$ cat src/rtl/uart_frame_parser.sv
// uart_frame_parser: extracts SYNC/CMD/LEN/PAYLOAD/CHK command frames from the
// UART receive byte stream. It presents each good frame with a one-cycle
// frame_valid pulse and flags checksum, length and inter-byte timeout errors.
module uart_frame_parser #(
  parameter int               DBITS       = 8,
  parameter int               MAX_PAYLOAD = 4,
  parameter logic [DBITS-1:0] SYNC_BYTE   = 8'hA5,
  parameter int               TO_LIMIT    = 100000,
  parameter int               TO_BITS     = 17
) (
  input  logic                         clk_100MHz,
  input  logic                         reset,
  input  logic [DBITS-1:0]             rx_data,
  input  logic                         rx_valid,
  output logic                         frame_valid,
  output logic [DBITS-1:0]             frame_cmd,
  output logic [DBITS-1:0]             frame_len,
  output logic [DBITS*MAX_PAYLOAD-1:0] frame_payload,
  output logic                         chk_err,
  output logic                         len_err,
  output logic                         timeout_err,
  output logic                         busy
);

  localparam int                 IDX_W   = (MAX_PAYLOAD > 1) ? $clog2(MAX_PAYLOAD) : 1;
  localparam logic [DBITS-1:0]   MAX_LEN = DBITS'(MAX_PAYLOAD);
  localparam logic [DBITS-1:0]   ONE_LEN = DBITS'(1);
  localparam logic [IDX_W-1:0]   ONE_IDX = IDX_W'(1);
  localparam logic [TO_BITS-1:0] TO_LAST = TO_BITS'(TO_LIMIT - 1);
  localparam logic [TO_BITS-1:0] ONE_TO  = TO_BITS'(1);

  typedef enum logic [2:0] {
    S_IDLE    = 3'd0,
    S_CMD     = 3'd1,
    S_LEN     = 3'd2,
    S_PAYLOAD = 3'd3,
    S_CHK     = 3'd4
  } state_t;

  // Running checksum step: the frame checksum is the XOR of CMD, LEN and payload.
  function automatic logic [DBITS-1:0] xor_acc(input logic [DBITS-1:0] acc,
                                               input logic [DBITS-1:0] data);
    return acc ^ data;
  endfunction

  state_t                           state_r, state_next_s;
  logic [DBITS-1:0]                 cmd_r, len_r, xor_r;
  logic [IDX_W-1:0]                 idx_r;
  logic [MAX_PAYLOAD-1:0][DBITS-1:0] buf_r;
  logic [TO_BITS-1:0]               to_cnt_r;

  logic to_hit_s, last_slot_s, sync_s;
  logic frame_valid_s, chk_err_s, len_err_s, timeout_err_s;

  logic                         frame_valid_r, chk_err_r, len_err_r, timeout_err_r, busy_r;
  logic [DBITS-1:0]             frame_cmd_r, frame_len_r;
  logic [DBITS*MAX_PAYLOAD-1:0] frame_payload_r;

  // The timeout only fires in cycles without a byte; a coinciding byte is handled by the rx_valid branches.
  assign to_hit_s    = (state_r != S_IDLE) && (to_cnt_r == TO_LAST);
  assign last_slot_s = (DBITS'(idx_r) == (len_r - ONE_LEN));
  assign sync_s      = (rx_data == SYNC_BYTE);

  // State register.
  always_ff @(posedge clk_100MHz) begin
    if (reset) begin
      state_r <= S_IDLE;
    end else begin
      state_r <= state_next_s;
    end
  end

  // Next-state logic: one transition per received byte, or abort to IDLE on timeout.
  always_comb begin
    state_next_s = state_r;
    if (rx_valid) begin
      case (state_r)
        S_IDLE: begin
          if (sync_s) state_next_s = S_CMD;
          else        state_next_s = S_IDLE;
        end
        S_CMD: state_next_s = S_LEN;
        S_LEN: begin
          if (rx_data > MAX_LEN)     state_next_s = S_IDLE;
          else if (rx_data == '0)    state_next_s = S_CHK;
          else                       state_next_s = S_PAYLOAD;
        end
        S_PAYLOAD: begin
          if (last_slot_s) state_next_s = S_CHK;
          else             state_next_s = S_PAYLOAD;
        end
        S_CHK:   state_next_s = S_IDLE;
        default: state_next_s = S_IDLE;
      endcase
    end else if (to_hit_s) begin
      state_next_s = S_IDLE;
    end else begin
      state_next_s = state_r;
    end
  end

  // Output decode: at most one of the result pulses is raised per cycle.
  always_comb begin
    frame_valid_s = 1'b0;
    chk_err_s     = 1'b0;
    len_err_s     = 1'b0;
    timeout_err_s = 1'b0;
    if (rx_valid) begin
      case (state_r)
        S_LEN: len_err_s = (rx_data > MAX_LEN);
        S_CHK: begin
          if (rx_data == xor_r) frame_valid_s = 1'b1;
          else                  chk_err_s     = 1'b1;
        end
        default: frame_valid_s = 1'b0;
      endcase
    end else begin
      timeout_err_s = to_hit_s;
    end
  end

  // Frame datapath: command, length, slot index, running XOR and payload buffer.
  always_ff @(posedge clk_100MHz) begin
    if (reset) begin
      cmd_r <= '0;
      len_r <= '0;
      xor_r <= '0;
      idx_r <= '0;
      buf_r <= '0;
    end else if (rx_valid) begin
      case (state_r)
        S_IDLE: begin
          if (sync_s) begin
            buf_r <= '0;
            idx_r <= '0;
            xor_r <= '0;
          end
        end
        S_CMD: begin
          cmd_r <= rx_data;
          xor_r <= rx_data;
        end
        S_LEN: begin
          len_r <= rx_data;
          xor_r <= xor_acc(xor_r, rx_data);
          idx_r <= '0;
        end
        S_PAYLOAD: begin
          buf_r[idx_r] <= rx_data;
          xor_r        <= xor_acc(xor_r, rx_data);
          idx_r        <= idx_r + ONE_IDX;
        end
        default: cmd_r <= cmd_r;
      endcase
    end
  end

  // Inter-byte timeout counter: runs only mid-frame and restarts on every byte.
  always_ff @(posedge clk_100MHz) begin
    if (reset) begin
      to_cnt_r <= '0;
    end else if (rx_valid || (state_r == S_IDLE) || to_hit_s) begin
      to_cnt_r <= '0;
    end else begin
      to_cnt_r <= to_cnt_r + ONE_TO;
    end
  end

  // Registered outputs; frame_* update only on a good frame and hold otherwise.
  always_ff @(posedge clk_100MHz) begin
    if (reset) begin
      frame_valid_r   <= 1'b0;
      chk_err_r       <= 1'b0;
      len_err_r       <= 1'b0;
      timeout_err_r   <= 1'b0;
      busy_r          <= 1'b0;
      frame_cmd_r     <= '0;
      frame_len_r     <= '0;
      frame_payload_r <= '0;
    end else begin
      frame_valid_r <= frame_valid_s;
      chk_err_r     <= chk_err_s;
      len_err_r     <= len_err_s;
      timeout_err_r <= timeout_err_s;
      busy_r        <= (state_next_s != S_IDLE);
      if (frame_valid_s) begin
        frame_cmd_r     <= cmd_r;
        frame_len_r     <= len_r;
        frame_payload_r <= buf_r;
      end
    end
  end

  assign frame_valid   = frame_valid_r;
  assign chk_err       = chk_err_r;
  assign len_err       = len_err_r;
  assign timeout_err   = timeout_err_r;
  assign busy          = busy_r;
  assign frame_cmd     = frame_cmd_r;
  assign frame_len     = frame_len_r;
  assign frame_payload = frame_payload_r;

endmodule
$ cat config.mk
export PLATFORM = sky130hd
export DESIGN_NAME = uart_frame_parser
export DESIGN_NICKNAME = d
export VERILOG_FILES = /design/src/rtl/uart_frame_parser.sv
export SDC_FILE = /design/constraint.sdc
export NUM_CORES = 1
export LEC_CHECK = 0
export CAP_MARGIN = 5
export CELL_PAD_IN_SITES_DETAIL_PLACEMENT = 0
export CELL_PAD_IN_SITES_GLOBAL_PLACEMENT = 1
export CORE_UTILIZATION = 44
export CTS_BUF_LIST = sky130_fd_sc_hd__clkbuf_2
export DETAILED_ROUTE_END_ITERATION = 12
export MAX_ROUTING_LAYER = met4
export PLACE_DENSITY = 0.93
export REMOVE_ABC_BUFFERS = 1
export SLEW_MARGIN = 10
export SYNTH_ARGS = -nofsm -noshare
export SYNTH_HDL_FRONTEND = slang
export SYNTH_SLANG_ARGS = --single-unit
$ cat constraint.sdc
create_clock -name clk_100MHz -period 2.4 [get_ports clk_100MHz]
set_clock_uncertainty 0.2 [all_clocks]
set_input_delay 0.6 -clock clk_100MHz [delete_from_list [all_inputs] [get_ports clk_100MHz]]
set_output_delay 0.6 -clock clk_100MHz [all_outputs]
set_load 0.005 [all_outputs]
* Yosys cells after proc, flatten, opt, wreduce, memory -nomap -nowiden
Cells that the tools add are included.
** Word-level totals
- Output and inout port bits :: 53
- Input bits :: 11
- Logic and storage cells :: 78
- Register bits :: 131
** Cells by class
- $lt $le $gt $ge :: 3
- Add/sub/neg operators :: 3
- Mux-type cells :: 20
- Bitwise logic cells :: 4
- Equal/unequal tests :: 9
- Reductions and logical operators :: 21
** Operators by type and width (number)
- $pmux W32 S2 :: 1
- $bwmux W32 :: 1
- $mux W32 :: 1
- $pmux W8 S3 :: 1
- $add A17 B1 Y17 const B :: 1
- $eq A17 B17 Y1 const B :: 1
- $demux W8 S2 :: 1
- $mux W8 :: 2
- $mux W3 :: 5
- $pmux W3 S4 :: 1
- $reduce_bool A3 Y1 :: 4
- $reduce_and A3 Y1 :: 3
- $eq A2 B8 Y1 :: 1
- $eq A8 B8 Y1 :: 1
- $eq A8 B8 Y1 const B :: 1
- $gt A8 B3 Y1 const B :: 1
- $logic_not A8 Y1 :: 1
- $sub A8 B1 Y8 const B :: 1
- $xor A8 B8 Y8 :: 1
- $eq A3 B2 Y1 const B :: 2
- $pmux W2 S3 :: 1
- $reduce_or A2 Y1 :: 3
- $reduce_or A3 Y1 :: 2
- $mux W1 :: 5
- 13 further kinds :: 18

* Longest topological paths before layout
- Depth in word-level cells :: 6
- Mapped depth :: 7
- Mapped depth without buffers :: 6

* Worst setup path before layout
No wires, ideal clock.
- Kind :: input port to flip-flop
- Start :: input rx_valid
- End :: register buf_r[7] (netlist name)
- Arrival :: 1.736 ns
- Setup slack :: 0.331 ns
- Setup time :: 0.132 ns
- Stages :: 6
- Buffers on the path :: 2
- Data required time :: 2.068 ns
- Path through :: clkbuf_1 -> nor4b_1 -> nand4_1 -> clkbuf_1 -> nand3_1 -> a21oi_1
** Between the ends
- Longest elaborated chain between the ends :: 1
** RTL lines
- start, declared :: line 14 : input logic rx_valid,
- $reduce_and A3 Y1 (no line)
- end signal, assigned by index :: line 149 : buf_r[idx_r] <= rx_data;
- end, declared :: line 49 : logic [MAX_PAYLOAD-1:0][DBITS-1:0] buf_r;
No other way between the ends.
A chain may end at the register's enable or synchronous reset.

* Worst setup path after layout
- Start :: register state_r[1]
- End :: register busy_r (netlist: busy)
** Between the ends
- Longest elaborated chain between the ends :: 5
- Elaborated cells on any way between the ends :: 10
- Those cells by class :: eq/ne: 3; mux: 3; reduce/logical: 4
** RTL lines
- start, declared :: line 46 : state_t state_r, state_next_s;
- start signal, assigned :: line 69 : state_r <= state_next_s;
- branches (longest 3 deep; another with $pmux W3 S4)
- $mux W3 (*) :: line 76 : if (rx_valid) begin
- $reduce_bool A3 Y1 (*) :: line 185 : busy_r <= (state_next_s != S_IDLE);
- end signal, assigned :: line 185
- end, declared :: line 55 : logic frame_valid_r, chk_err_r, len_err_r, timeout_err_r, busy_r;
Mark *: on every way between the ends.

==> key figures <==
Status
  – Outcome: completed

STA
  – Min Tclk post-route: 2.18 ns
  – Max Transition Viols Final: 0
  – Tcrit/Tclk final: 90.8%
  – Worst-margin pin slew: 0.660 ns
  – Final setup margin: 0.221 ns
  – Slew margin rel.: 55.9%
  – Max Fclk: 0.459 GHz
  – RSZ-0062 raised after global routing: no
  – Final setup violation count: 0
  – Endpoints failing hold: 0
  – Setup TNS: 0 ns

Clock network
  – Clock buffers created by TritonCTS: 17
  – Clock sink total: 131
  – Longest Clk Path Bufs: 2
  – Later-pin clock latency in the skew report: 0.68 ns
  – Worst-path clk slew: 0.18 ns
  – CTS tree: done
  – H-tree depth: 4
  – Root Driver: clkbuf_2

Drt
  – Met3 wire length: 885 um
  – Routed len/inst: 15.9 um
  – DR top layer: met4
  – DRT iter0 DRCs: 410
  – Final wirelength: 15000 um
  – DR vias: 5453
  – Number of routed nets with antenna violations: 0
  – M1 wire length: 6360 um
  – DRC viols: 0
  – Vias/cell: 5.79
  – Met2 WL: 7520 um
  – Drt pass-1 iters: 5

Global route
  – Largest net degree at the start of global routing: 51
  – Vias in the first global route: 5117
  – GRT overflow: 0
  – First-pass GRT wire length: 24100 um
  – Antenna violations before repair: 0
  – Total GRT Usage: 23.8%

Final layout
  – Multi-input combinational cell area: 2820 sq um
  – Fill cells: 1134
  – Non-Filler Instances: 942
  – Layout area overhead: 25.1%
  – Sequential cell area: 2690 sq um
  – Core Util, Final: 56.8%
  – Fin area: 7200 sq um
  – Antenna cells: 0
  – Nets: 777
  – Layout cell share with drive strength beyond 1: 19.0%

Hold path
  – Hold path depth: 2
  – Worst Hold Class: input pin to flop

Floorplanning
  – Horiz. Die Dim: 116 um
  – Die ar.: 13500 sq um
  – Boundary Pins: 64
  – FP Rows: 41
  – Die extent in y: 116 um
  – Core area: 12700 sq um
  – Initial Utilization: 45.4%

Setup path
  – Instance count on the critical path: 4
  – Slowest stage cell, crit path: dfxtp_1
  – R2r worst-path depth: 4
  – Crit-path leading delay family: flip-flops
  – CP arrival: 2.58 ns
  – Largest stage delay on the critical path: 0.78 ns
  – Worst-path cell chain: nand4bb_1 > nor3_1 > a22oi_1 > a41oi_1
  – WP buf/inv: 0
  – Critical path class: flop to flop
  – CP Max Fanout: 20
  – CP Capture Type: flop
  – Req. time, crit path: 2.80 ns
  – Crit path launch type: flop

Synth
  – Count of unique library cells instantiated by Yosys: 44
  – Mapped cell area: 5760 sq um
  – Post-synthesis sequential area ratio: 45.6%
  – Synthesized instance count: 694
  – Yosys reg bits: 131
  – Synth Flop Type: dfxtp_1
  – Number of synthesized flops with an enable pin: 0
  – Ys async rst share: 0%
  – Mean Syn Cell Area: 8.30 sq um
  – Ys Warns: 0

Job
  – MaxCap Viol Count: 0

Placement
  – Cell count after placement: 900
  – Post-DP Area: 6750 sq um
  – Gpl congestion: 0.909
  – Dpl hpwl: 10300 um
  – Pre-CTS setup slack: -0.277 ns
  – I/O Buffers: 63

Power
  – Leakage Power: 3.15 nW
  – Power density cells: 495 nW/um^2
  – IR drop worst, VDD: 215 uV
==> layout by cell type, fill, tap and decap left out, drive strengths merged, types with 3 or more instances in the layout <==
| master | netlist | routed |
|---|---|---|
| nor4 | 7 | 7 |
| dfxtp | 131 | 131 |
| nand4 | 57 | 57 |
| o211ai | 8 | 8 |
| clkdlybuf4s50 | 0 | 9 |
| dlymetal6s2s | 0 | 44 |
| a41oi | 3 | 3 |
| nand3 | 37 | 37 |
| a31oi | 3 | 3 |
| nand2b | 3 | 3 |
| xor2 | 5 | 5 |
| inv | 8 | 8 |
| nor2 | 29 | 29 |
| buf | 11 | 60 |
| clkinv | 0 | 5 |
| ha | 6 | 6 |
| clkbuf | 64 | 21 |
| nor2b | 10 | 10 |
| nor3 | 5 | 5 |
| and2 | 7 | 7 |
| o21ai | 4 | 4 |
| o31ai | 59 | 59 |
| or4 | 3 | 3 |
| a21oi | 110 | 110 |
| nand2 | 78 | 78 |
| and4 | 4 | 4 |
| dlygate4sd2 | 0 | 9 |
| or3 | 4 | 4 |
| xnor2 | 20 | 20 |
==> cell usage after synthesis (2+ instances only) <==
master,number,share of area (%)
dfxtp_1,131,46
a21oi_1,110,9.6
nand2_1,78,5.1
clkbuf_1,63,4.1
o31ai_1,59,7.7
nand4_1,55,6.0
nand3_1,37,3.2
nor2_1,29,1.9
xnor2_1,20,3.0
nor2b_1,10,1.1
inv_1,8,0.52
o211ai_1,8,1.0
and2_1,7,0.76
buf_1,6,0.39
ha_1,6,1.3
nor4_1,6,0.65
buf_2,5,0.43
nor3_1,5,0.43
xor2_1,5,0.76
and4_1,4,0.61
o21ai_0,4,0.35
or3_1,4,0.43
a31oi_1,3,0.33
a41oi_1,3,0.46
nand2b_1,3,0.33
or4_1,3,0.39
a211oi_1,2,0.26
and4b_1,2,0.35
nand3b_1,2,0.26
or2_2,2,0.22
==> per-stage QoR <==
step	total power [mW]	hold slack (ns)
floorplan	2.26	0.231
global placement	2.40	0.250
detailed placement	2.40	0.252
CTS	3.59	0.0395
global route	3.70	0.0267
finish	3.56	0.103
==> sequential cells by signal (all words and copies together), names as in the netlist <==
register	count
cmd_r	8
chk_err	1
xor_r	8
timeout_err	1
frame_payload	32
frame_len	8
len_r	8
idx_r	2
frame_cmd	8
len_err	1
busy	1
buf_r	32
frame_valid	1
to_cnt_r	17
state_r	3
==> power breakdown <==
| part | internal [mW] | switching (mW) | total, mW | leakage [nW] |
|---|---|---|---|---|
| Clock | 0.463 | 0.742 | 1.21 | 0.128 |
| Combinational | 0.0625 | 0.118 | 0.181 | 1.94 |
| Sequential | 2.18 | 0.000329 | 2.18 | 1.08 |
| Total | 2.70 | 0.861 | 3.56 | 3.15 |
==> what timing repair did <==
| action | CTS | global route |
|---|---|---|
| hold buffers | 0 | 0 |
| setup buffers | 3 | 10 |
| resized for setup | 43 | 61 |
| pin swaps | 0 | 0 |
| setup endpoints to repair | 34 | 44 |
==> final cells by class <==
type | count | share of cell area (%)
clock inverters | 8 | 1.23
inverters | 8 | 0.417
clock buffers | 21 | 1.46
flip-flops and latches | 131 | 37.3
multi-input cells | 480 | 39.2
well taps | 172 | 2.99
repair buffers | 122 | 17.5
==> worst paths after layout <==
check                                start                 to  slack, ns
worst min register to register    cmd_r[0]           cmd_r[0]       0.27
worst max register to register  state_r[1]               busy       0.22
worst min-delay path                 reset  frame_payload[24]       0.10
worst max-delay path            state_r[1]               busy       0.22
==> routing by layer <==
layer / global-route usage [%] / vias to the layer above
met5: - / -
met4: 8.46 / 0
met3: 5.92 / 19
met2: 39.3 / 164
met1: 28.0 / 2615
li1: - / 2655
==> cell families (layout without fill, tap and decap cells) <==
family	after synthesis	after routing	share of synthesized area [%]
and+or+nand+nor	255	255	23.3
AOI/OAI and AO/OA	193	193	20.3
DFF	131	131	45.6
buffers and inverters	83	159	5.54
xor gates and xnor gates	25	25	3.80
adders and majority gates	6	6	1.30
muxes	1	1	0.174
Power figures use the tool's default switching activity.
